### src/rtl/clk_div_prog.sv
// Programmable 50%-duty clock divider. It divides clk by any N from 2 to 2^CNT_W-1
// and provides rise/fall tick strobes in the clk domain. Divisor changes take effect on period boundaries.
`timescale 1ns/1ps
module clk_div_prog #(
  parameter int CNT_W   = 8,
  parameter int DIV_RST = 6
) (
  input  logic             clk,
  input  logic             rst_n,
  input  logic             en,
  input  logic [CNT_W-1:0] div_val,
  input  logic             div_load,
  output logic             clk_div,
  output logic             tick_rise,
  output logic             tick_fall,
  output logic [CNT_W-1:0] div_cur,
  output logic             load_pend
);

  localparam logic [CNT_W-1:0] DIV_RST_V = CNT_W'(DIV_RST);
  localparam logic [CNT_W-1:0] DIV_MIN   = CNT_W'(2);

  typedef enum logic {IDLE = 1'b0, RUN = 1'b1} state_t;

  state_t           r_state;
  logic [CNT_W-1:0] r_cnt;
  logic [CNT_W-1:0] r_div_cur;
  logic [CNT_W-1:0] r_div_pend;
  logic             r_load_pend;
  logic             r_pos_q;
  logic             r_neg_q;
  logic             r_even;
  logic             r_tick_rise;
  logic             r_tick_fall;

  logic [CNT_W-1:0] w_val_clamp;
  logic             w_boundary;
  logic [CNT_W-1:0] w_div_nxt;
  logic [CNT_W-1:0] w_half_nxt;
  logic [CNT_W-1:0] w_cnt_nxt;
  state_t           w_state_nxt;
  logic             w_run_nxt;

  // NOTE: every signal assigned in always_comb gets a default first, so no path can leave it
  // unassigned and infer a latch.
  always_comb begin
    w_val_clamp = (div_val < DIV_MIN) ? DIV_MIN : div_val;
    w_boundary  = (r_state == IDLE) || (r_cnt == r_div_cur - CNT_W'(1));
    w_div_nxt   = r_div_cur;
    w_cnt_nxt   = r_cnt + CNT_W'(1);
    w_state_nxt = RUN;
    if (w_boundary) begin
      w_cnt_nxt   = '0;
      w_state_nxt = en ? RUN : IDLE;
      if (div_load)         w_div_nxt = w_val_clamp;
      else if (r_load_pend) w_div_nxt = r_div_pend;
    end
    w_run_nxt  = (w_state_nxt == RUN);
    w_half_nxt = (w_div_nxt >> 1) + CNT_W'(w_div_nxt[0]);
  end

  // NOTE: sequential state is updated only with non-blocking assignments, so every flop
  // sees the values from before the edge, whatever order the statements appear in.
  always_ff @(posedge clk or negedge rst_n) begin
    if (!rst_n) begin
      r_state     <= IDLE;
      r_cnt       <= '0;
      r_div_cur   <= DIV_RST_V;
      r_div_pend  <= DIV_RST_V;
      r_load_pend <= 1'b0;
      r_pos_q     <= 1'b0;
      r_even      <= ~DIV_RST_V[0];
      r_tick_rise <= 1'b0;
      r_tick_fall <= 1'b0;
    end else begin
      r_state     <= w_state_nxt;
      r_cnt       <= w_cnt_nxt;
      r_div_cur   <= w_div_nxt;
      r_even      <= ~w_div_nxt[0];
      r_pos_q     <= w_run_nxt && (w_cnt_nxt < w_half_nxt);
      r_tick_rise <= w_run_nxt && (w_cnt_nxt == '0);
      r_tick_fall <= w_run_nxt && (w_cnt_nxt == w_half_nxt);
      if (w_boundary) begin
        r_load_pend <= 1'b0;
        r_div_pend  <= w_div_nxt;
      end else if (div_load) begin
        r_load_pend <= 1'b1;
        r_div_pend  <= w_val_clamp;
      end
    end
  end

  // Half-cycle-delayed copy of the high phase; it trims the odd-N pulse to N/2 cycles.
  always_ff @(negedge clk or negedge rst_n) begin
    if (!rst_n) r_neg_q <= 1'b0;
    else        r_neg_q <= r_pos_q;
  end

  // Even divisors bypass the negedge flop. r_even only changes while r_pos_q is low, so it cannot glitch the output.
  assign clk_div   = r_pos_q & (r_neg_q | r_even);
  assign tick_rise = r_tick_rise;
  assign tick_fall = r_tick_fall;
  assign div_cur   = r_div_cur;
  assign load_pend = r_load_pend;

endmodule

### config.mk
export PLATFORM = sky130hd
export DESIGN_NAME = clk_div_prog
export DESIGN_NICKNAME = d
export VERILOG_FILES = /design/src/rtl/clk_div_prog.sv
export SDC_FILE = /design/constraint.sdc
export NUM_CORES = 1
export LEC_CHECK = 0
export CAP_MARGIN = 20
export CORE_ASPECT_RATIO = 0.5
export CORE_UTILIZATION = 42
export DETAILED_ROUTE_END_ITERATION = 7
export PLACE_DENSITY = 0.63
export SETUP_SLACK_MARGIN = 0.2
export SYNTH_ARGS = -nofsm -noshare
export SYNTH_HDL_FRONTEND = slang
export SYNTH_SLANG_ARGS = --single-unit
### constraint.sdc
create_clock -name clk -period 5.3 [get_ports clk]
set_input_delay 0.795 -clock clk [delete_from_list [all_inputs] [get_ports clk]]
set_output_delay 0.795 -clock clk [all_outputs]
set_load 0.02 [all_outputs]
* Word-level counts from Yosys, hierarchy flattened
Cells that the tools add are included.
Storage, ports and cells: bits in registers 31, output and inout port bits 12, word-level logic and storage cells 38, bits of input ports 12
Operators by class: bitwise gates (word level) 4, $lt $le $gt $ge 2, mux-type cells 11, equality and inequality tests 2, reduce and logical (&&, ||, !) cells 6, add/sub/neg operators 3
Operator list (number):
- 2-to-1 mux 8 bit | 7
- equality test 8 bit | 2
- adder 7 x 1 -> 8 bit | 1
- adder 8 x 1 -> 8 bit, second input constant | 1
- logical NOT 8 bit | 1
- less-than comparator 8 x 2 -> 1 bit, second input constant | 1
- less-than comparator 8 bit | 1
- subtractor 8 x 1 -> 8 bit, second input constant | 1
- 2-to-1 mux 1 bit | 4
- logical AND 1 bit | 3
- inverter 1 bit | 2
- nonzero test 2 bit | 1
- bitwise AND 1 bit | 1
- logical OR 1 bit | 1
- bitwise OR 1 bit | 1

* Depth between registers and ports, before layout
depth after elaboration 7, mapped depth 23, gate-level depth less buffers 20

==> qor.txt <==
flops & latches, synth: 31
clk_skew: 6.51 ps
grt total ovfl: 0
Die H: 52.6 um
vias: 1620
Root Driver: clkbuf_8
combinational share of power: 54.9%
internal power: 0.000827 W
TritonCTS clock tree: done
crit path max fanout: 1
clock transition at the registers of the reported paths: 60 ps
Yosys top cell area share: 29.0%
final count of pins violating max slew: 0
Power Dens Cells: 596 nW/um^2
Post-DP HPWL: 3710 um
CP top delay family: buffers and inverters
total negative slack: 0 ps
Area Overhead vs Synth: 15.1%
Seq/Total Area, Yosys: 36.3%
cell with the most instances after synthesis: dfrtp_1
post-route insts no fill: 304
Yosys cell types: 56
Worst Setup SP: r_neg_q
synth top area cells: dfrtp_1 29%, ha_1 7.0%, dfstp_2 6.1%
Critical Path, Cell by Cell: o21a_1 > clkdlybuf4s50_1
Worst Tran Pin Value: 480 ps
CP Launch Type: flop
NetSw: 0.000652 W
post-synthesis cell count: 218
Seq pwr share: 32.4%
Peak VDD IR: 0.190 mV
antenna violations before repair: 0
clock group share of total power: 12.7%
gpl congestion: 0.770
Synth Warn #: 0
ANT nets after route: 0
asr flop ratio synth: 100%
filler cell count: 434
H-tree levels: 2
CTS sink cnt: 31
Core ar.: 4660 um^2
Layout Nets: 261
slew margin rel.: 67.9%
Max Cap Violations: 0
Ant. Diodes: 0
CTS buffer count: 5
largest area contributor in the netlist: dfrtp_1
Sw Share: 44.1%
port bufs: 23
vias in the first global route: 1587
Critical Path Sink Type: output port
outcome: completed
WL per Instance: 15.4 um
Die X: 103 um
crit path DAT: 4010 ps
io pins: 24
cell leakage power: 0.991 nW
Syn Area/Cell: 9.88 um^2
CTS Hold Buffers Added: 0
# rows: 17
Post-synth EDFFs: 0
placed insts: 296
Initial Util: 46.3%
Clock Path Buffers: 2
drt pass-1 iters: 4
1st-iter DRT viols: 86
Post-Syn Area: 2150 um^2
Post-route DRC: 0
pin count of the biggest net entering global routing: 31
CP Class: flop to output port
first-pass GRT wire length: 7920 um
Hold Crit Class: flop to flop
final hold vios: 0
ys flop type: dfrtp_1
hold_sp: r_div_pend[0]
required time worst endpoint: 4510 ps
final setup violation count: 0
unrepaired setup endpoints after global routing: false
drt total wl: 4690 um
Reg-to-Reg Start: div_cur[1]
CP bufs+invs: 1
Synth top cells by count: 25 x dfrtp_1, 24 x nor2_1, 13 x inv_1
fin util: 53.2%
GRT Util Overall: 20.3%
total power draw: 0.00148 W
syn_nets: 242
CP peak stage delay: 590 ps
hold slack: 516 ps
CP max stage cell: clkdlybuf4s50_1
vias per cell: 5.33
Die Area: 5440 um^2
layout cell share with drive strength beyond 1: 14.7%
Skew-Pair Late Insertion Delay: 280 ps
-- cells by family after synthesis --
group                      synth area share, %
and+or+nand+nor                           17.7
muxes                                     5.69
adders and majority gates                 6.97
buffers and inverters                     7.03
xor gates and xnor gates                  7.72
DFF                                       36.3
AOI/OAI and AO/OA                         18.6
-- area by class of cell --
| type | count | area, um^2 | share of cell area, % |
|---|---|---|---|
| clock buffer | 7 | 86.3 | 3.48 |
| clock inverter | 1 | 5.00 | 0.202 |
| inverter | 13 | 48.8 | 1.97 |
| multi-input combinational | 161 | 1230 | 49.6 |
| sequential | 31 | 782 | 31.5 |
| tap | 66 | 82.6 | 3.33 |
| timing repair buffer | 25 | 245 | 9.89 |
-- metal layers --
metal	vias to the layer above	share of wire [%]	global-route usage, %
met5	-	0	0
met4	0	1.7	8.69
met3	6	2.9	3.73
met2	29	42	30.1
met1	770	53	28.9
li1	815	-	-
-- registers in the layout (all words and copies together), names as in the netlist --
| signal | count |
|---|---|
| div_cur | 8 |
| load_pend | 1 |
| r_cnt | 8 |
| r_div_pend | 8 |
| r_even | 1 |
| r_neg_q | 1 |
| r_pos_q | 1 |
| r_state | 1 |
| tick_fall | 1 |
| tick_rise | 1 |
-- power groups by stage --
stage	clock [W]	combinational, W	sequential (W)
after detailed placement	0	0.000804	0.000481
after global routing	0.000207	0.000900	0.000498
final	0.000187	0.000813	0.000479
after floorplan	0	0.000648	0.000431
after global placement	0	0.000785	0.000479
after CTS	0.000193	0.000811	0.000477
-- worst reg2reg max path, stage by stage (launching register included) --
cell      delay, ps
dfstp_2         620
inv_1           120
ha_1            250
or3_1           380
a31oi_1         260
o311ai_4        220
nand2_2         210
mux2i_1         270
inv_1            90
ha_1            240
ha_1            300
inv_1            40
ha_1            280
nor2b_1         130
o21a_1          160
o21a_1          160
o21a_1          170
o21a_1          160
o21ai_0         190
nand2b_1         90
a211oi_1        260
-- metrics by stage --
step | setup slack, ps | area [um^2]
floorplan | 939 | 2150
global placement | 652 | 2380
detailed placement | 429 | 2380
CTS | 482 | 2470
global route | 271 | 2480
finish | 493 | 2480
-- placed cells by master (no fill, tap or decap), types with 2 or more instances in the layout --
cell / instances
a21oi_2: 2
nand4_1: 5
or3_1: 2
a31oi_1: 2
xor2_1: 8
o21ai_0: 7
or2b_2: 2
a2bb2oi_2: 2
o22ai_1: 5
mux2_2: 2
nor2_1: 24
inv_1: 13
clkbuf_8: 6
xnor2_1: 11
nand3_1: 4
clkdlybuf4s50_1: 23
dfrtp_1: 25
and3_1: 2
a21boi_0: 2
nand2_1: 9
a2bb2oi_1: 2
nor3_1: 4
buf_4: 2
mux2i_1: 10
nor2b_1: 4
a21oi_1: 8
o21a_1: 5
o41ai_1: 2
dfstp_2: 5
ha_1: 12
nand3b_1: 3
-- worst paths after layout --
check | to | slack (ps) | cells past startpoint
setup / recovery | clk_div | 490 | 2
hold / removal | r_div_pend[0] | 520 | 1
setup reg to reg | r_pos_q | 600 | 20
hold reg to reg | r_div_pend[0] | 520 | 1
max in group asynchronous | r_neg_q | 1920 | 1
min in group asynchronous | r_div_pend[0] | 990 | 2
-- timing repair --
action | 4_1_cts | 5_1_grt
gates resized for setup | 0 | 2
endpoints found under the setup margin | 0 | 1
buffers inserted | 0 | 0
No activity file was read; power rests on OpenSTA's default activity.
==> RTL change 1, RTL diff (config.mk and constraints unchanged) <==
Make the reset (`rst_n`) synchronous in 2 clocked blocks.
--- a/src/rtl/clk_div_prog.sv
+++ b/src/rtl/clk_div_prog.sv
@@ -61,7 +61,7 @@
 
   // NOTE: sequential state is updated only with non-blocking assignments, so every flop
   // sees the values from before the edge, whatever order the statements appear in.
-  always_ff @(posedge clk or negedge rst_n) begin
+  always_ff @(posedge clk) begin
     if (!rst_n) begin
       r_state     <= IDLE;
       r_cnt       <= '0;
@@ -91,7 +91,7 @@
   end
 
   // Half-cycle-delayed copy of the high phase; it trims the odd-N pulse to N/2 cycles.
-  always_ff @(negedge clk or negedge rst_n) begin
+  always_ff @(negedge clk) begin
     if (!rst_n) r_neg_q <= 1'b0;
     else        r_neg_q <= r_pos_q;
   end
Check against the original RTL: not checked (the comparison handles one clock edge and no latches or derived clocks); the edit may change what the design does.
==> RTL change 1 against the unedited design <==
Non-clock buffer count did not move; sequential cell count did not move; die area fell by 2.2%; setup slack improved by 44 ps; critical path depth did not move; via count rose by 16%; design area barely moved; synthesized area fell by 2.3%; utilization rose by 0.71 points; wire length rose by 11%.
Power is not compared: it rests on default switching activity, and its combinational part moved more than twofold at a synthesized area within 25%.
==> RTL change 1: results (changes against the unedited design) <==
Area after DPL=2360 um^2 (was 2380 um^2); Clock Skew=59.1 ps (was 6.51 ps); sequential share of power=0.403; CP delay by family, top=buffers and inverters (unchanged); share of layout cells above drive strength 1=0.0964 (was 0.147); total nets after synthesis=285 (was 242); clk buf depth=2 (unchanged); TritonCTS Buffers=5 (unchanged); Adder-Cell Fraction of Synth Area=0.0713 (was 0.0697); register area share after synthesis=0.295 (was 0.363); DP HPWL=3.98 mm (was 3.71 mm); ant diodes=0 (unchanged); vias per cell=5.42 (was 5.33); crit-path max FO=1 (unchanged); synth top area cells=dfxtp_1, nor2_1, ha_1 (was dfrtp_1, ha_1, dfstp_2); clk root buf=clkbuf_8 (unchanged); H-tree Lvls=2 (unchanged); fill cell count=449 (was 434); WL met3=263 um (was 136 um); Clock Power Share=0.341; YS warnings=0 (unchanged); worst rel slew slack=0.611 (was 0.679); compound-cell area share of the yosys netlist=0.166 (was 0.186); M1 wire length=2.74 mm (was 2.50 mm); Yosys cell types=53 (was 56); placer congestion estimate=0.867 (was 0.770); setup bufs post-CTS=0 (unchanged); Post-Synth XOR/XNOR Area=0.0998 (was 0.0772); Post-Route WL=5.20 mm (was 4.69 mm); clock-pin slew on the worst setup and hold paths=70 ps; max incr delay on CP=590 ps (about the same); largest net degree at the start of global routing=28 (was 31); Clock Latency Late Sink=330 ps (was 280 ps); 1st-iter DRT viols=90 (was 86); status=finished, final reports clean (unchanged); fin nets=303 (was 261); Max IR drop VDD=0.109 mV; antenna violations before repair=0 (unchanged); switching share of power=0.308; CP max stage cell=clkdlybuf4s50_1 (unchanged); vias in the first global route=1745 (was 1587); power density over the cells=267 nW/um^2; LEAKAGE=0.982 nW; Async SR Flop Fraction=0 (was 1.00); Worst Path Arrival=3970 ps (was 4010 ps); first-pass GRT wire length=8.55 mm (was 7.92 mm); worst hold-check path type=register to register (unchanged); drt pass-1 iters=4 (unchanged); DR top layer=met4 (unchanged); total track usage=0.219 (was 0.203); synth cell count leaders=nor2_1, dfxtp_1, nand2_1 (was dfrtp_1, nor2_1, inv_1); Port-buffer cells=23 (unchanged); met2 wire length=2.13 mm (was 1.98 mm); mux cell area share after synthesis=0.0553 (was 0.0569)
## RTL change 1: cell count changes after synthesis, sizes merged, moves of 5 or more
cell	delta
dfxtp	+31
dfrtp	-25
nor2	+18
nand2	+12
nand3	+9
dfstp	-5
nand2b	+5
## RTL change 1: layout make-up
cell class | count | share of cell area
Clock inverter | 2 | 0.00353
Inverter | 10 | 0.0151
Sequential cell | 31 | 0.250
Multi-Input combinational cell | 205 | 0.555
Clock buffer | 7 | 0.0434
Timing Repair Buffer | 25 | 0.0989
Tap cell | 66 | 0.0333
## RTL change 1: final timing paths
kind,start,to,slack [ps],cells after the start
hold / removal,r_div_pend[0],r_div_pend[0],450,2
hold reg to reg,r_div_pend[0],r_div_pend[0],450,2
setup reg to reg,div_cur[0],r_pos_q,740,18
setup / recovery,r_neg_q,clk_div,540,2
## RTL change 1: logic make-up (layout without fill, tap and decap cells)
family | count (synthesis) | in the layout
compound gates | 48 | 48
xor+xnor | 24 | 24
fa+ha+maj | 12 | 12
buf+inv | 25 | 44
flops | 31 | 31
mux | 11 | 11
simple gates | 110 | 110
## RTL change 1: per-layer routing
layer / GRT usage / vias to the layer above
li1: - / 942
met1: 0.313 / 883
met2: 0.330 / 47
met3: 0.0444 / 4
met4: 0.0643 / 0
met5: 0 / -
## RTL change 1: what timing repair did
item / CTS / global route
hold buffers: 0 / 0
endpoints found under the setup margin: 0 / 1
resized for setup: 0 / 1
## RTL change 1: per-stage QoR
stage / worst slack [ps] / utilization / cells
3_3_place_gp: 795 / 0.514 / 338
5_1_grt: 288 / 0.539 / 346
6_report: 537 / 0.539 / 346
3_5_place_dp: 584 / 0.514 / 338
2_1_floorplan: 1220 / - / 261
4_1_cts: 518 / 0.538 / 346
==> RTL change 2, RTL diff (config.mk and constraints unchanged) <==
Without the edit above. Set the parameter `DIV_RST` to 3 (it was 6).
--- a/src/rtl/clk_div_prog.sv
+++ b/src/rtl/clk_div_prog.sv
@@ -3,7 +3,7 @@
 `timescale 1ns/1ps
 module clk_div_prog #(
   parameter int CNT_W   = 8,
-  parameter int DIV_RST = 6
+  parameter int DIV_RST = 3
 ) (
   input  logic             clk,
   input  logic             rst_n,
Function: not checked (the comparison handles one clock edge and no latches or derived clocks); the edit may change what the design does.
==> RTL change 2 against the unedited design <==
Total power shrank 0.17%; wire length is essentially flat; design area shrank 0.40%; synthesized cell count is the same; setup slack lost 9.3 ps; sequential share of layout area grew 0.077 points; synthesized area is essentially flat; sequential cell count is the same.
==> RTL change 2: results (changes against the unedited design) <==
status=finished, final reports clean (unchanged); Area Overhead vs Synth=14.7% (was 15.1%); fill cell count=445 (was 434); multi-input combinational area share=0.494 (was 0.496); Reg area=781 um^2 (was 782 um^2); register area share after synthesis=0.363 (about the same); clock network area share=0.0370 (was 0.0368); synth top area cells=dfrtp_1, ha_1, dfstp_2 (unchanged); Clock Skew=9.19 ps (was 6.51 ps); total track usage=0.200 (was 0.203); first-pass GRT wire length=7.78 mm (was 7.92 mm); worst reg2reg path startpoint=div_cur[0] (was div_cur[1]); wire length per cell=15.4 um (about the same); Max IR drop VDD=0.179 mV (was 0.190 mV); Setup WS pre-CTS=393 ps (was 429 ps); r2r setup slk=640 ps (was 600 ps); Area after DPL=2380 um^2 (about the same); worst slew pin tran=518 ps (was 480 ps); Worst Path Arrival=4020 ps (was 4010 ps); DP HPWL=3.67 mm (was 3.71 mm); DR vias=1617 (was 1620); placer congestion estimate=0.780 (was 0.770); synth cell count leaders=dfrtp_1, nor2_1, inv_1 (unchanged); share of layout cells above drive strength 1=0.134 (was 0.147); Hold Path End=r_div_pend[4] (was r_div_pend[0]); Non-clock buffers, area share=0.0993 (was 0.0989)
## RTL change 2: cell count changes in the layout (fill, tap and decap cells not counted)
cell / unedited run / this run
dfrtp_1: 25 / 26
nand2_2: 1 / 0
nand2_1: 9 / 10
nor4b_2: 1 / 0
nor4b_1: 0 / 1
dfstp_2: 5 / 4
## RTL change 2: layer usage
metal	wire, um	global-route usage
met1	2500	0.278
met2	1990	0.318
met3	151	0.0440
met4	46	0.0493
met5	0	0
## RTL change 2: worst max path at each step
stage          slack (ps)       to       start
3_3_place_gp          650  r_pos_q  div_val[5]
3_5_place_dp          390  r_pos_q  div_val[5]
2_1_floorplan         860  r_pos_q  div_cur[0]
4_1_cts               470  clk_div     r_neg_q
6_report              480  clk_div     r_neg_q
5_1_grt               270  r_pos_q  div_cur[0]
## RTL change 2: power breakdown
| group | leakage, nW | total (W) | switching, W | internal, W |
|---|---|---|---|---|
| sequential | 0.350 | 0.000478 | 0.000153 | 0.000325 |
| combinational | 0.587 | 0.000809 | 0.000415 | 0.000394 |
| clock | 0.0482 | 0.000190 | 0.0000854 | 0.000105 |
| total | 0.986 | 0.00148 | 0.000653 | 0.000823 |
## RTL change 2: kinds of logic after synthesis
kind of cell / Yosys count / synth area share
adders and majority gates: 12 / 0.0697
muxes: 12 / 0.0569
buffers and inverters: 26 / 0.0703
DFF: 31 / 0.363
and+or+nand+nor: 70 / 0.177
AOI/OAI and AO/OA: 48 / 0.186
xor gates and xnor gates: 19 / 0.0773
## RTL change 2: worst max-delay path, delay by kind of cell (launching register included)
kind | cells | cell delay, ps
AO/OA/AOI/OAI | 1 | 100
buffers and inverters | 1 | 600
flip-flops | 1 | 380
